<file path="config.mk">
export PLATFORM = sky130hd
export DESIGN_NAME = sd_block_fetch
export DESIGN_NICKNAME = d
export VERILOG_FILES = /design/src/rtl/sd_block_fetch_pkg.sv /design/src/rtl/sd_block_fetch_ram.sv /design/src/rtl/sd_block_fetch.sv
export SDC_FILE = /design/constraint.sdc
export NUM_CORES = 2
export LEC_CHECK = 0
export BUFFER_PORTS_ARGS = -buffer_cell sky130_fd_sc_hd__buf_2
export CAP_MARGIN = 20
export CORE_ASPECT_RATIO = 1.75
export CORE_MARGIN = 2
export CORE_UTILIZATION = 55
export DETAILED_ROUTE_END_ITERATION = 10
export PLACE_DENSITY = 0.71
export SYNTH_ARGS = -nofsm -noshare
export SYNTH_HDL_FRONTEND = slang
export SYNTH_SLANG_ARGS = --single-unit
</file>
<file path="constraint.sdc">
create_clock -name clk -period 3.95 [get_ports clk]
set_clock_uncertainty 0.2 [all_clocks]
set_input_delay 0.9875 -clock clk [delete_from_list [all_inputs] [get_ports clk]]
set_output_delay 0.9875 -clock clk [all_outputs]
set_load 0.01 [all_outputs]
</file>
<file path="src/rtl/sd_block_fetch_pkg.sv">
// ---------------------------------------------------------------------------
// sd_block_fetch_pkg
//   Shared definitions for the SD block read sequencer: default block size,
//   default timeout, error code used for timeouts, FSM state encodings and a
//   small helper that classifies the states that wait on the SD controller.
// ---------------------------------------------------------------------------
package sd_block_fetch_pkg;

  localparam int unsigned SD_BLOCKSIZE = 512;
  localparam int unsigned SD_TIMEOUT   = 27000000;
  localparam logic [2:0]  ERR_TIMEOUT  = 3'd7;

  typedef enum logic [2:0] {
    ST_IDLE      = 3'd0,
    ST_WAIT_RDY  = 3'd1,
    ST_WAIT_BYTE = 3'd2,
    ST_WAIT_ACK  = 3'd3,
    ST_DRAIN     = 3'd4,
    ST_STREAM    = 3'd5,
    ST_DONE      = 3'd6
  } fetch_state_e;

  // States in which the SD controller can raise an error and the timeout runs.
  function automatic logic is_wait_state(input fetch_state_e st);
    logic w;
    case (st)
      ST_WAIT_RDY, ST_WAIT_BYTE, ST_WAIT_ACK, ST_DRAIN: w = 1'b1;
      default:                                          w = 1'b0;
    endcase
    return w;
  endfunction

endpackage

</file>
<file path="src/rtl/sd_block_fetch_ram.sv">
// ---------------------------------------------------------------------------
// sd_block_fetch_ram
//   DEPTH x 8 block buffer. One write port, one synchronous read port whose
//   output register only updates when re_i is high, so a fetched byte is held
//   while the stream is stalled. Contents are not reset.
// Ports
//   clk      in   clock
//   we_i     in   write enable
//   waddr_i  in   write address
//   wdata_i  in   write data
//   re_i     in   read enable (rdata_o loads mem[raddr_i] on the next edge)
//   raddr_i  in   read address
//   rdata_o  out  registered read data
// ---------------------------------------------------------------------------
module sd_block_fetch_ram #(
  parameter int unsigned DEPTH = 512,
  parameter int unsigned AW    = $clog2(DEPTH)
) (
  input  logic          clk,
  input  logic          we_i,
  input  logic [AW-1:0] waddr_i,
  input  logic [7:0]    wdata_i,
  input  logic          re_i,
  input  logic [AW-1:0] raddr_i,
  output logic [7:0]    rdata_o
);

  logic [7:0] mem_q [DEPTH];

  // Write port
  always_ff @(posedge clk) begin
    if (we_i) begin
      mem_q[waddr_i] <= wdata_i;
    end
  end

  // Synchronous read port, holds its value when not enabled
  always_ff @(posedge clk) begin
    if (re_i) begin
      rdata_o <= mem_q[raddr_i];
    end
  end

endmodule

</file>
<file path="src/rtl/sd_block_fetch.sv">
// ---------------------------------------------------------------------------
// sd_block_fetch
//   Read sequencer in front of sd_controller. A req pulse in IDLE fetches one
//   SD block through the rd / dout_avail / dout_taken handshake into a local
//   buffer, then replays it as a valid/ready byte stream with out_last on the
//   final byte. SD errors and per-state timeouts end the transfer with err.
// Ports
//   clk, resetn                      clock, async active-low reset
//   req, blk_addr                    start pulse and block address
//   busy, done, err, err_code        status (done is a 1-cycle pulse)
//   sd_rd, sd_addr, sd_dout_taken    to sd_controller
//   sd_busy, sd_error, sd_error_code,
//   sd_dout, sd_dout_avail           from sd_controller
//   out_data, out_valid, out_last    stream output
//   out_ready                        stream backpressure
// ---------------------------------------------------------------------------
module sd_block_fetch
  import sd_block_fetch_pkg::*;
#(
  parameter int unsigned BLOCKSIZE = SD_BLOCKSIZE,
  parameter int unsigned TIMEOUT   = SD_TIMEOUT
) (
  input  logic        clk,
  input  logic        resetn,
  input  logic        req,
  input  logic [31:0] blk_addr,
  output logic        busy,
  output logic        done,
  output logic        err,
  output logic [2:0]  err_code,
  output logic        sd_rd,
  output logic [31:0] sd_addr,
  input  logic        sd_busy,
  input  logic        sd_error,
  input  logic [2:0]  sd_error_code,
  input  logic [7:0]  sd_dout,
  input  logic        sd_dout_avail,
  output logic        sd_dout_taken,
  output logic [7:0]  out_data,
  output logic        out_valid,
  input  logic        out_ready,
  output logic        out_last
);

  localparam int unsigned   AW        = $clog2(BLOCKSIZE);
  localparam int unsigned   CW        = AW + 1;
  localparam logic [CW-1:0] CNT_ZERO  = CW'(0);
  localparam logic [CW-1:0] CNT_ONE   = CW'(1);
  localparam logic [CW-1:0] CNT_FULL  = CW'(BLOCKSIZE);
  // The counter holds the cycles already spent in the state, so the abort
  // fires on the TIMEOUT-th cycle.
  localparam logic [31:0]   TMO_LIM   = 32'(TIMEOUT) - 32'd1;
  localparam logic [31:0]   TMO_SAT   = 32'hFFFF_FFFF;

  fetch_state_e  state_q;
  logic [CW-1:0] cnt_q;        // bytes received; one bit wider so it never wraps
  logic [CW-1:0] fetch_q;      // next buffer index to read for the stream
  logic          rvalid_q;     // RAM output register holds an unconsumed byte
  logic [31:0]   tmo_q;        // cycles spent in the current state, saturating
  logic          busy_q, done_q, err_q, sd_rd_q, sd_dout_taken_q;
  logic          out_valid_q, out_last_q;
  logic [2:0]    err_code_q;
  logic [31:0]   sd_addr_q;
  logic [7:0]    out_data_q;

  logic          in_wait_s, tmo_hit_s, abort_s;
  logic [2:0]    abort_code_s;
  logic          ram_we_s, ram_re_s, load_s, fire_s;
  logic [CW-1:0] cnt_inc_s;
  logic [7:0]    ram_rdata_s;

  // Abort detection, buffer port control and stream handshake decode
  always_comb begin
    in_wait_s    = is_wait_state(state_q);
    tmo_hit_s    = 1'b0;
    abort_s      = 1'b0;
    abort_code_s = ERR_TIMEOUT;
    ram_we_s     = 1'b0;
    ram_re_s     = 1'b0;
    cnt_inc_s    = cnt_q + CNT_ONE;
    fire_s       = out_valid_q && out_ready;
    load_s       = 1'b0;

    if (in_wait_s) begin
      tmo_hit_s = (tmo_q >= TMO_LIM);
      abort_s   = sd_error || tmo_hit_s;
    end else begin
      tmo_hit_s = 1'b0;
      abort_s   = 1'b0;
    end

    // A controller error takes precedence over a coincident timeout.
    if (sd_error) begin
      abort_code_s = sd_error_code;
    end else begin
      abort_code_s = ERR_TIMEOUT;
    end

    // An error in the same cycle as dout_avail discards the byte.
    if ((state_q == ST_WAIT_BYTE) && sd_dout_avail && !abort_s) begin
      ram_we_s = 1'b1;
    end else begin
      ram_we_s = 1'b0;
    end

    // Output register takes the fetched byte when empty or being consumed.
    if ((state_q == ST_STREAM) && rvalid_q && (!out_valid_q || out_ready)) begin
      load_s = 1'b1;
    end else begin
      load_s = 1'b0;
    end

    // Byte 0 is prefetched on the DRAIN->STREAM edge; afterwards a new read
    // is issued whenever the RAM output is free or is being moved out.
    if ((state_q == ST_DRAIN) && !sd_busy && !abort_s) begin
      ram_re_s = 1'b1;
    end else if ((state_q == ST_STREAM) && (fetch_q < CNT_FULL) && (!rvalid_q || load_s)) begin
      ram_re_s = 1'b1;
    end else begin
      ram_re_s = 1'b0;
    end
  end

  sd_block_fetch_ram #(
    .DEPTH (BLOCKSIZE),
    .AW    (AW)
  ) u_ram (
    .clk     (clk),
    .we_i    (ram_we_s),
    .waddr_i (cnt_q[AW-1:0]),
    .wdata_i (sd_dout),
    .re_i    (ram_re_s),
    .raddr_i (fetch_q[AW-1:0]),
    .rdata_o (ram_rdata_s)
  );

  // Sequencer FSM with counters and registered outputs
  always_ff @(posedge clk or negedge resetn) begin
    if (!resetn) begin
      state_q         <= ST_IDLE;
      cnt_q           <= CNT_ZERO;
      fetch_q         <= CNT_ZERO;
      rvalid_q        <= 1'b0;
      tmo_q           <= 32'd0;
      busy_q          <= 1'b0;
      done_q          <= 1'b0;
      err_q           <= 1'b0;
      err_code_q      <= 3'd0;
      sd_rd_q         <= 1'b0;
      sd_addr_q       <= 32'd0;
      sd_dout_taken_q <= 1'b0;
      out_data_q      <= 8'd0;
      out_valid_q     <= 1'b0;
      out_last_q      <= 1'b0;
    end else begin
      done_q <= 1'b0;
      tmo_q  <= (tmo_q == TMO_SAT) ? tmo_q : (tmo_q + 32'd1);

      if (abort_s) begin
        sd_rd_q         <= 1'b0;
        sd_dout_taken_q <= 1'b0;
        err_q           <= 1'b1;
        err_code_q      <= abort_code_s;
        state_q         <= ST_DONE;
        tmo_q           <= 32'd0;
      end else begin
        case (state_q)
          ST_IDLE: begin
            if (req) begin
              sd_addr_q  <= blk_addr;
              busy_q     <= 1'b1;
              err_q      <= 1'b0;
              err_code_q <= 3'd0;
              fetch_q    <= CNT_ZERO;
              rvalid_q   <= 1'b0;
              state_q    <= ST_WAIT_RDY;
              tmo_q      <= 32'd0;
            end
          end
          ST_WAIT_RDY: begin
            if (!sd_busy) begin
              sd_rd_q <= 1'b1;
              cnt_q   <= CNT_ZERO;
              state_q <= ST_WAIT_BYTE;
              tmo_q   <= 32'd0;
            end
          end
          ST_WAIT_BYTE: begin
            if (sd_dout_avail) begin
              sd_dout_taken_q <= 1'b1;
              state_q         <= ST_WAIT_ACK;
              tmo_q           <= 32'd0;
            end
          end
          ST_WAIT_ACK: begin
            if (!sd_dout_avail) begin
              sd_dout_taken_q <= 1'b0;
              cnt_q           <= cnt_inc_s;
              tmo_q           <= 32'd0;
              if (cnt_inc_s < CNT_FULL) begin
                state_q <= ST_WAIT_BYTE;
              end else begin
                sd_rd_q <= 1'b0;
                state_q <= ST_DRAIN;
              end
            end
          end
          ST_DRAIN: begin
            if (!sd_busy) begin
              fetch_q  <= CNT_ONE;
              rvalid_q <= 1'b1;
              state_q  <= ST_STREAM;
              tmo_q    <= 32'd0;
            end
          end
          ST_STREAM: begin
            if (ram_re_s) begin
              fetch_q  <= fetch_q + CNT_ONE;
              rvalid_q <= 1'b1;
            end else if (load_s) begin
              rvalid_q <= 1'b0;
            end
            if (load_s) begin
              out_data_q  <= ram_rdata_s;
              out_valid_q <= 1'b1;
              // fetch_q already points past the byte now in the RAM register
              out_last_q  <= (fetch_q == CNT_FULL);
            end else if (fire_s) begin
              out_valid_q <= 1'b0;
              out_last_q  <= 1'b0;
            end
            if (fire_s && out_last_q) begin
              state_q <= ST_DONE;
              tmo_q   <= 32'd0;
            end
          end
          ST_DONE: begin
            done_q  <= 1'b1;
            busy_q  <= 1'b0;
            state_q <= ST_IDLE;
            tmo_q   <= 32'd0;
          end
          default: begin
            state_q <= ST_IDLE;
          end
        endcase
      end
    end
  end

  assign busy          = busy_q;
  assign done          = done_q;
  assign err           = err_q;
  assign err_code      = err_code_q;
  assign sd_rd         = sd_rd_q;
  assign sd_addr       = sd_addr_q;
  assign sd_dout_taken = sd_dout_taken_q;
  assign out_data      = out_data_q;
  assign out_valid     = out_valid_q;
  assign out_last      = out_last_q;

endmodule

</file>
Word-level counts from Yosys, hierarchy flattened. Memories as Yosys holds them, arrays and structs flattened. A register that Yosys moved wholly into a read port is not among the register bits. Cells that the tools add are included.

Add/subtract/negate cells: 3. Order comparisons: 3. Eq/ne operators: 21. Mux-type cells: 58. Bitwise logic cells: 1. Reductions and logical operators: 39.

Operator list (count): 2-to-1 mux 32 bit (7); one-hot mux 32 bit (6 select lines) (1); 2-to-1 mux 10 bit (5); 2-to-1 mux 3 bit (12); adder 32 x 1 -> 32 bit (second input constant) (1); == test 32 bit (second input constant) (1); >= comparator 32 x 25 -> 1 bit (second input constant) (1); one-hot mux 10 bit (3 select lines) (1); 2-to-1 mux 1 bit (26); != test 3 bit (second input constant) (7); adder 10 x 1 -> 10 bit (second input constant) (2); < comparator 10 bit (second input constant) (2); one-hot mux 10 bit (2 select lines) (1); one-hot mux 3 bit (6 select lines) (1); AND reduction 3 bit (5); == test 10 bit (second input constant) (1); logical AND 1 bit (10); != test 2 bit (second input constant) (5); AND reduction 5 bit (2); nonzero test 2 bit (5); == test 3 bit (second input constant) (3); nonzero test 3 bit (3); AND reduction 4 bit (2); == test 3 x 2 -> 1 bit (second input constant) (2); 12 further kinds (19).

Flip-flop bits (word level): 106. RAM bits: 4096. Input bits: 50. Output and inout port bits: 50. Word-level logic and storage cells: 141. Memories kept: 1.

Memory list: u_ram.mem_q (depth 512, width 8, rd ports 1, clocked after memory_dff 1, wr ports 1, line sd_block_fetch_ram.sv:28) `logic [7:0] mem_q [DEPTH];`.

Logic depth before layout (Yosys ltp).
Depth in word-level cells: 10. Gate-level depth with buffers: 16.

By module. Synthesis repeated with hierarchy kept, for this count alone.

Cell total of the unflattened synthesis: 8597. Area total of the unflattened synthesis: 165169.7 um^2.

Modules (own cells, without submodules): sd_block_fetch_ram (instances 1, cells each 8030, area an instance 160007.2 um^2); sd_block_fetch (instances 1, cells each 567, area an instance 5162.5 um^2).

Worst setup path before layout. No wires, ideal clock.

Path type: flip-flop to flip-flop. Start point: register tmo_q[0]. End point: memory u_ram.mem_q[112][0] (enable). Library setup time: 370 ps. Arrival time: 2778 ps. Required time: 3380 ps. Setup slack: 601 ps. Cell stages (with the launch flop): 12. Buffers on the path: 3. Path through: dfrtp_1 -> ha_1 -> a21o_1 -> a211o_1 -> a21oi_1 -> o21ai_0 -> buf_2 -> nor3_1 -> nand3_1 -> clkbuf_1 -> clkbuf_1 -> nor2_1.

Cells in the longest elaborated chain, start to end: 8.

Ends and longest elaborated chain: start: declaration (line sd_block_fetch.sv:59) `logic [31:0] tmo_q;`; start signal: assignment (line sd_block_fetch.sv:157) `tmo_q <= (tmo_q == TMO_SAT) ? tmo_q : (tmo_q + 32'd1);`; >= comparator 32 x 25 -> 1 bit (line sd_block_fetch.sv:85) `tmo_hit_s = (tmo_q >= TMO_LIM);`; logical OR 1 bit (line sd_block_fetch.sv:86) `abort_s = sd_error || tmo_hit_s;`; 2-to-1 mux 1 bit (line sd_block_fetch.sv:84) `if (in_wait_s) begin`; zero test 1 bit (line sd_block_fetch.sv:100) `if ((state_q == ST_WAIT_BYTE) && sd_dout_avail && !abort_s) begin`; logical AND 1 bit (line sd_block_fetch.sv:100); 2-to-1 mux 1 bit (line sd_block_fetch.sv:100); 2-to-1 mux 1 bit (line sd_block_fetch_ram.sv:32) `if (we_i) begin`; 2-to-1 mux 1 bit (not written as such) (line sd_block_fetch_ram.sv:33) `mem_q[waddr_i] <= wdata_i;`; end: declaration (line sd_block_fetch_ram.sv:28).

No other way between the ends.

Final worst setup path.
Start point: register fetch_q[4]. End point: register u_ram.rdata_o[1], read port of u_ram.mem_q, data pin.

Cells in the longest elaborated chain, start to end: 5.

Ends and longest elaborated chain: start: declaration (line sd_block_fetch.sv:57) `logic [CW-1:0] fetch_q;`; start signal: assignment (line sd_block_fetch.sv:218) `fetch_q <= fetch_q + CNT_ONE;`; < comparator 10 bit (line sd_block_fetch.sv:117) `end else if ((state_q == ST_STREAM) && (fetch_q < CNT_FULL) && (!rvalid_q || load_s)) begin`; logical AND 1 bit (2 in a row) (line sd_block_fetch.sv:117); 2-to-1 mux 1 bit (line sd_block_fetch.sv:117); 2-to-1 mux 1 bit (line sd_block_fetch.sv:115) `if ((state_q == ST_DRAIN) && !sd_busy && !abort_s) begin`; end: declaration (line sd_block_fetch_ram.sv:25) `output logic [7:0] rdata_o`.

Parallel ways exist; a longest one is shown, timed or not. A chain may end at the register's enable or synchronous reset.

==> impl_metrics.tcl <==
set metrics [dict create \
    drt-pass1-iter-count 9 \
    synth.cell_area_sq_um 165000 \
    critPathBufInv 3 \
    drcViolationCount 0 \
    die_area_sq_um 304000 \
    timing.hold.ws_ps 61.3 \
    status "complete, but fails checks" \
    netlist_top_cells_area "edfxtp_1, mux4_2, mux2i_1, dfrtp_1, nor2_1" \
    power.total_mw 112 \
    die_w_um 418 \
    crit_type "flip-flop to flip-flop" \
    yosys.cell_types.count 76 \
    nNetsFinal 9448 \
    io_pins 100 \
    gp_congestion 0.972 \
    drt-vias-per-instance 6.67 \
    violations "negative setup slack" \
    syn2layout_area_growth_pct 15.3 \
    ys_seq_area_share_pct 76.3 \
    nFillCells 19641 \
    die_h_um 728 \
    cts.sinks 4210 \
    cts_made_buffers 352 \
    pwr_density_cell_nw_per_um2 590 \
    cp-end-kind "flip-flop" \
    multi_input_area_sq_um 36500 \
    ys_ff_latch 4210 \
    portBuffers 99 \
    fmax_ghz 0.250 \
    grt_antenna_before_repair 26 \
    crit_slowest_cell "dfrtp_4" \
    crit_path_start_kind "flip-flop" \
    grt_pass1_vias 90599 \
    grt_max_degree 123 \
    grt_pass1_wl_um 681000 \
    cpMostUsedCell "buf_4" \
    path_cells "nand2_1, nor2_2, buf_6, buf_4, a22oi_1, a311oi_2, nor4_4, buf_4, o21ai_0, and3_1" \
    postRouteAntennaNets 0 \
    finalHoldViolCount 0 \
    clk-insertion-delay-late_ps 930 \
    core_area_sq_um 299000 \
    p_leak_nw 61.9 \
    arrival_ps 4580 \
    post-route-worst-setup-slack_ps -49.2 \
    rsz0062_at_grt "true" \
    wl_per_cell_um 36.1 \
    hold_path.class "input pin to flip-flop" \
    ys_async_sr_fraction_pct 2.52 \
    drive_gt1_share_pct 28.8 \
    clock_path_buffers 4 \
    synth.most_common_cell "edfxtp_1" \
    min_period_ps 4000 \
    rows 266 \
    required_ps 4530 \
    track_usage_pct 32.0 \
    htree_levels 5 \
    setup_viol 1 \
    synthTopCellsByCount "edfxtp_1, mux4_2, nor2_1" \
    root_buffer "clkbuf_16" \
    relSlewSlack_pct 17.4 \
    hpwl_um 328000 \
    clk_pin_slew_ps 70 \
    netlist_instances 8260 \
    synth_top_area_share_pct 74.7 \
    drv_slew 0 \
    crit_family "simple AND/OR/NAND/NOR gates" \
    dpl-instance-area_sq_um 178000 \
    initialDrtViolationCount 11902 \
    synth_edf_count 4104 \
    maxCapViolations 0 \
    cp_slowest_stage_delay_ps 810 \
    worstPathMaxFanout 29 \
    seq_area_sq_um 126000 \
    ys_warn_count 0 \
    final_area_sq_um 190000 \
    grt_overflow 0 \
    num_vias 90516 \
    postSynthAreaPerCell_sq_um 20.0 \
    start_util_pct 55.1 \
    synth_ff_type "edfxtp_1" \
    wirelength_um 489000 \
    synth_nets 8317 \
    ir_drop_mv 0.433 \
    tritoncts "yes" \
    finalCritPeriodShare_pct 101 \
    synth_area_leader_cell "edfxtp_1" \
    worst_pin_slew_ps 1230 \
]
-- timing repair --
item / CTS / global route
hold buffers: 1 / 0
endpoints found under the hold margin: 40 / 0
pin swaps: 5 / 6
resized for setup: 54 / 51
setup endpoints to repair: 7 / 8
setup buffers: 2 / 24
gates cloned: 3 / 2
-- worst register-to-register path, stage by stage (launching register included) --
cell      delay [ps]
dfrtp_4          810
nand2_1          590
nor2_2           620
buf_6            230
buf_4            110
a22oi_1           90
a311oi_2         570
nor4_4           140
buf_4            190
o21ai_0          140
and3_1           170
-- flip-flops by register name (all words and copies together), names as in the netlist --
| signal | cells |
|---|---|
| u_ram.mem_q | 4096 |
| sd_addr | 32 |
| tmo_q | 32 |
| cnt_q | 10 |
| fetch_q | 10 |
| out_data | 8 |
| u_ram.rdata_o | 8 |
| err_code | 3 |
| state_q | 3 |
| busy | 1 |
| done | 1 |
| err | 1 |
| out_last | 1 |
| out_valid | 1 |
| rvalid_q | 1 |
| sd_dout_taken | 1 |
| sd_rd | 1 |
-- through the flow --
stage	util, %	std cells	setup TNS (ps)	setup slack (ps)
after global routing	63.5	13553	-49.2	-18.9
after CTS	63.4	13525	-51.8	-24.8
after detailed placement	59.5	12891	-2240	-642
after floorplan	-	8260	0	601
final	63.5	13574	-49.2	-49.2
after global placement	59.5	12888	-2800	-851
-- layout by cell type, fill, tap and decap left out, drive strengths merged, types with 21 or more instances in the layout --
| master | synthesis | routed |
|---|---|---|
| nor2b | 23 | 23 |
| o21ai | 81 | 81 |
| buf | 282 | 1280 |
| mux4 | 880 | 880 |
| diode | 0 | 23 |
| clkbuf | 227 | 432 |
| edfxtp | 4104 | 4104 |
| o22ai | 90 | 90 |
| nand3 | 71 | 71 |
| and2 | 33 | 33 |
| nor3 | 46 | 46 |
| clkinv | 1 | 138 |
| o221ai | 119 | 119 |
| clkinvlp | 0 | 21 |
| a22oi | 130 | 130 |
| mux2i | 437 | 437 |
| xor2 | 22 | 22 |
| dfrtp | 106 | 106 |
| a21oi | 152 | 152 |
| bufinv | 0 | 33 |
| a221oi | 26 | 26 |
| and3 | 27 | 27 |
| nand4 | 31 | 31 |
| a31oi | 36 | 36 |
| inv | 17 | 24 |
| nand2 | 436 | 436 |
| nor2 | 630 | 630 |
-- path summary, 6_finish.rpt --
| check | start | to | slack (ps) | cells past startpoint |
|---|---|---|---|---|
| min | blk_addr[12] | sd_addr[12]$_DFFE_PN0P_ | 60 | 3 |
| max | fetch_q[4]$_DFFE_PN0P_ | u_ram.rdata_o[1]$_DFFE_PP_ | -50 | 10 |
| max reg2reg | fetch_q[4]$_DFFE_PN0P_ | u_ram.rdata_o[1]$_DFFE_PP_ | -50 | 10 |
| min reg2reg | sd_addr[31]$_DFFE_PN0P_ | sd_addr[31]$_DFFE_PN0P_ | 280 | 2 |
| max in group asynchronous | resetn | tmo_q[5]$_DFF_PN0_ | 2430 | 3 |
| min in group asynchronous | resetn | out_data[2]$_DFFE_PN0P_ | 380 | 2 |
-- where the power goes --
| part | leakage [nW] | switching [mW] | internal [mW] |
|---|---|---|---|
| Combinational | 18.1 | 15.1 | 12.5 |
| Clock | 5.49 | 15.8 | 19.1 |
| Sequential | 38.3 | 0.305 | 49.3 |
-- final cells by class --
| cell class | instances | share of cell area [%] |
|---|---|---|
| tap | 3886 | 2.56 |
| timing repair buffer | 1286 | 5.99 |
| clock inverter | 198 | 1.01 |
| clock buffer | 430 | 4.92 |
| multi-input combinational | 3523 | 19.2 |
| inverter | 18 | 0.0448 |
| antenna | 23 | 0.0303 |
| sequential | 4210 | 66.2 |
-- layer usage --
layer  track usage (%)  wire [um]  up-vias
li1                  -          -    36115
met1              36.5     154000    46859
met2              53.2     243000     6001
met3              6.26      45400     1531
met4              25.0      46600       10
met5                 0         50        -
-- cell families after synthesis --
logic type,count (synthesis),synth area share [%]
multiplexers,1333,14.8
AND/OR/NAND/NOR,1363,3.50
flip-flops,4210,76.3
XOR/XNOR,33,0.175
adder cells (fa/ha/maj),8,0.0592
AO/OA/AOI/OAI,786,3.32
buffers and inverters,527,1.81
Note: power is estimated with default switching activity, not from simulation.
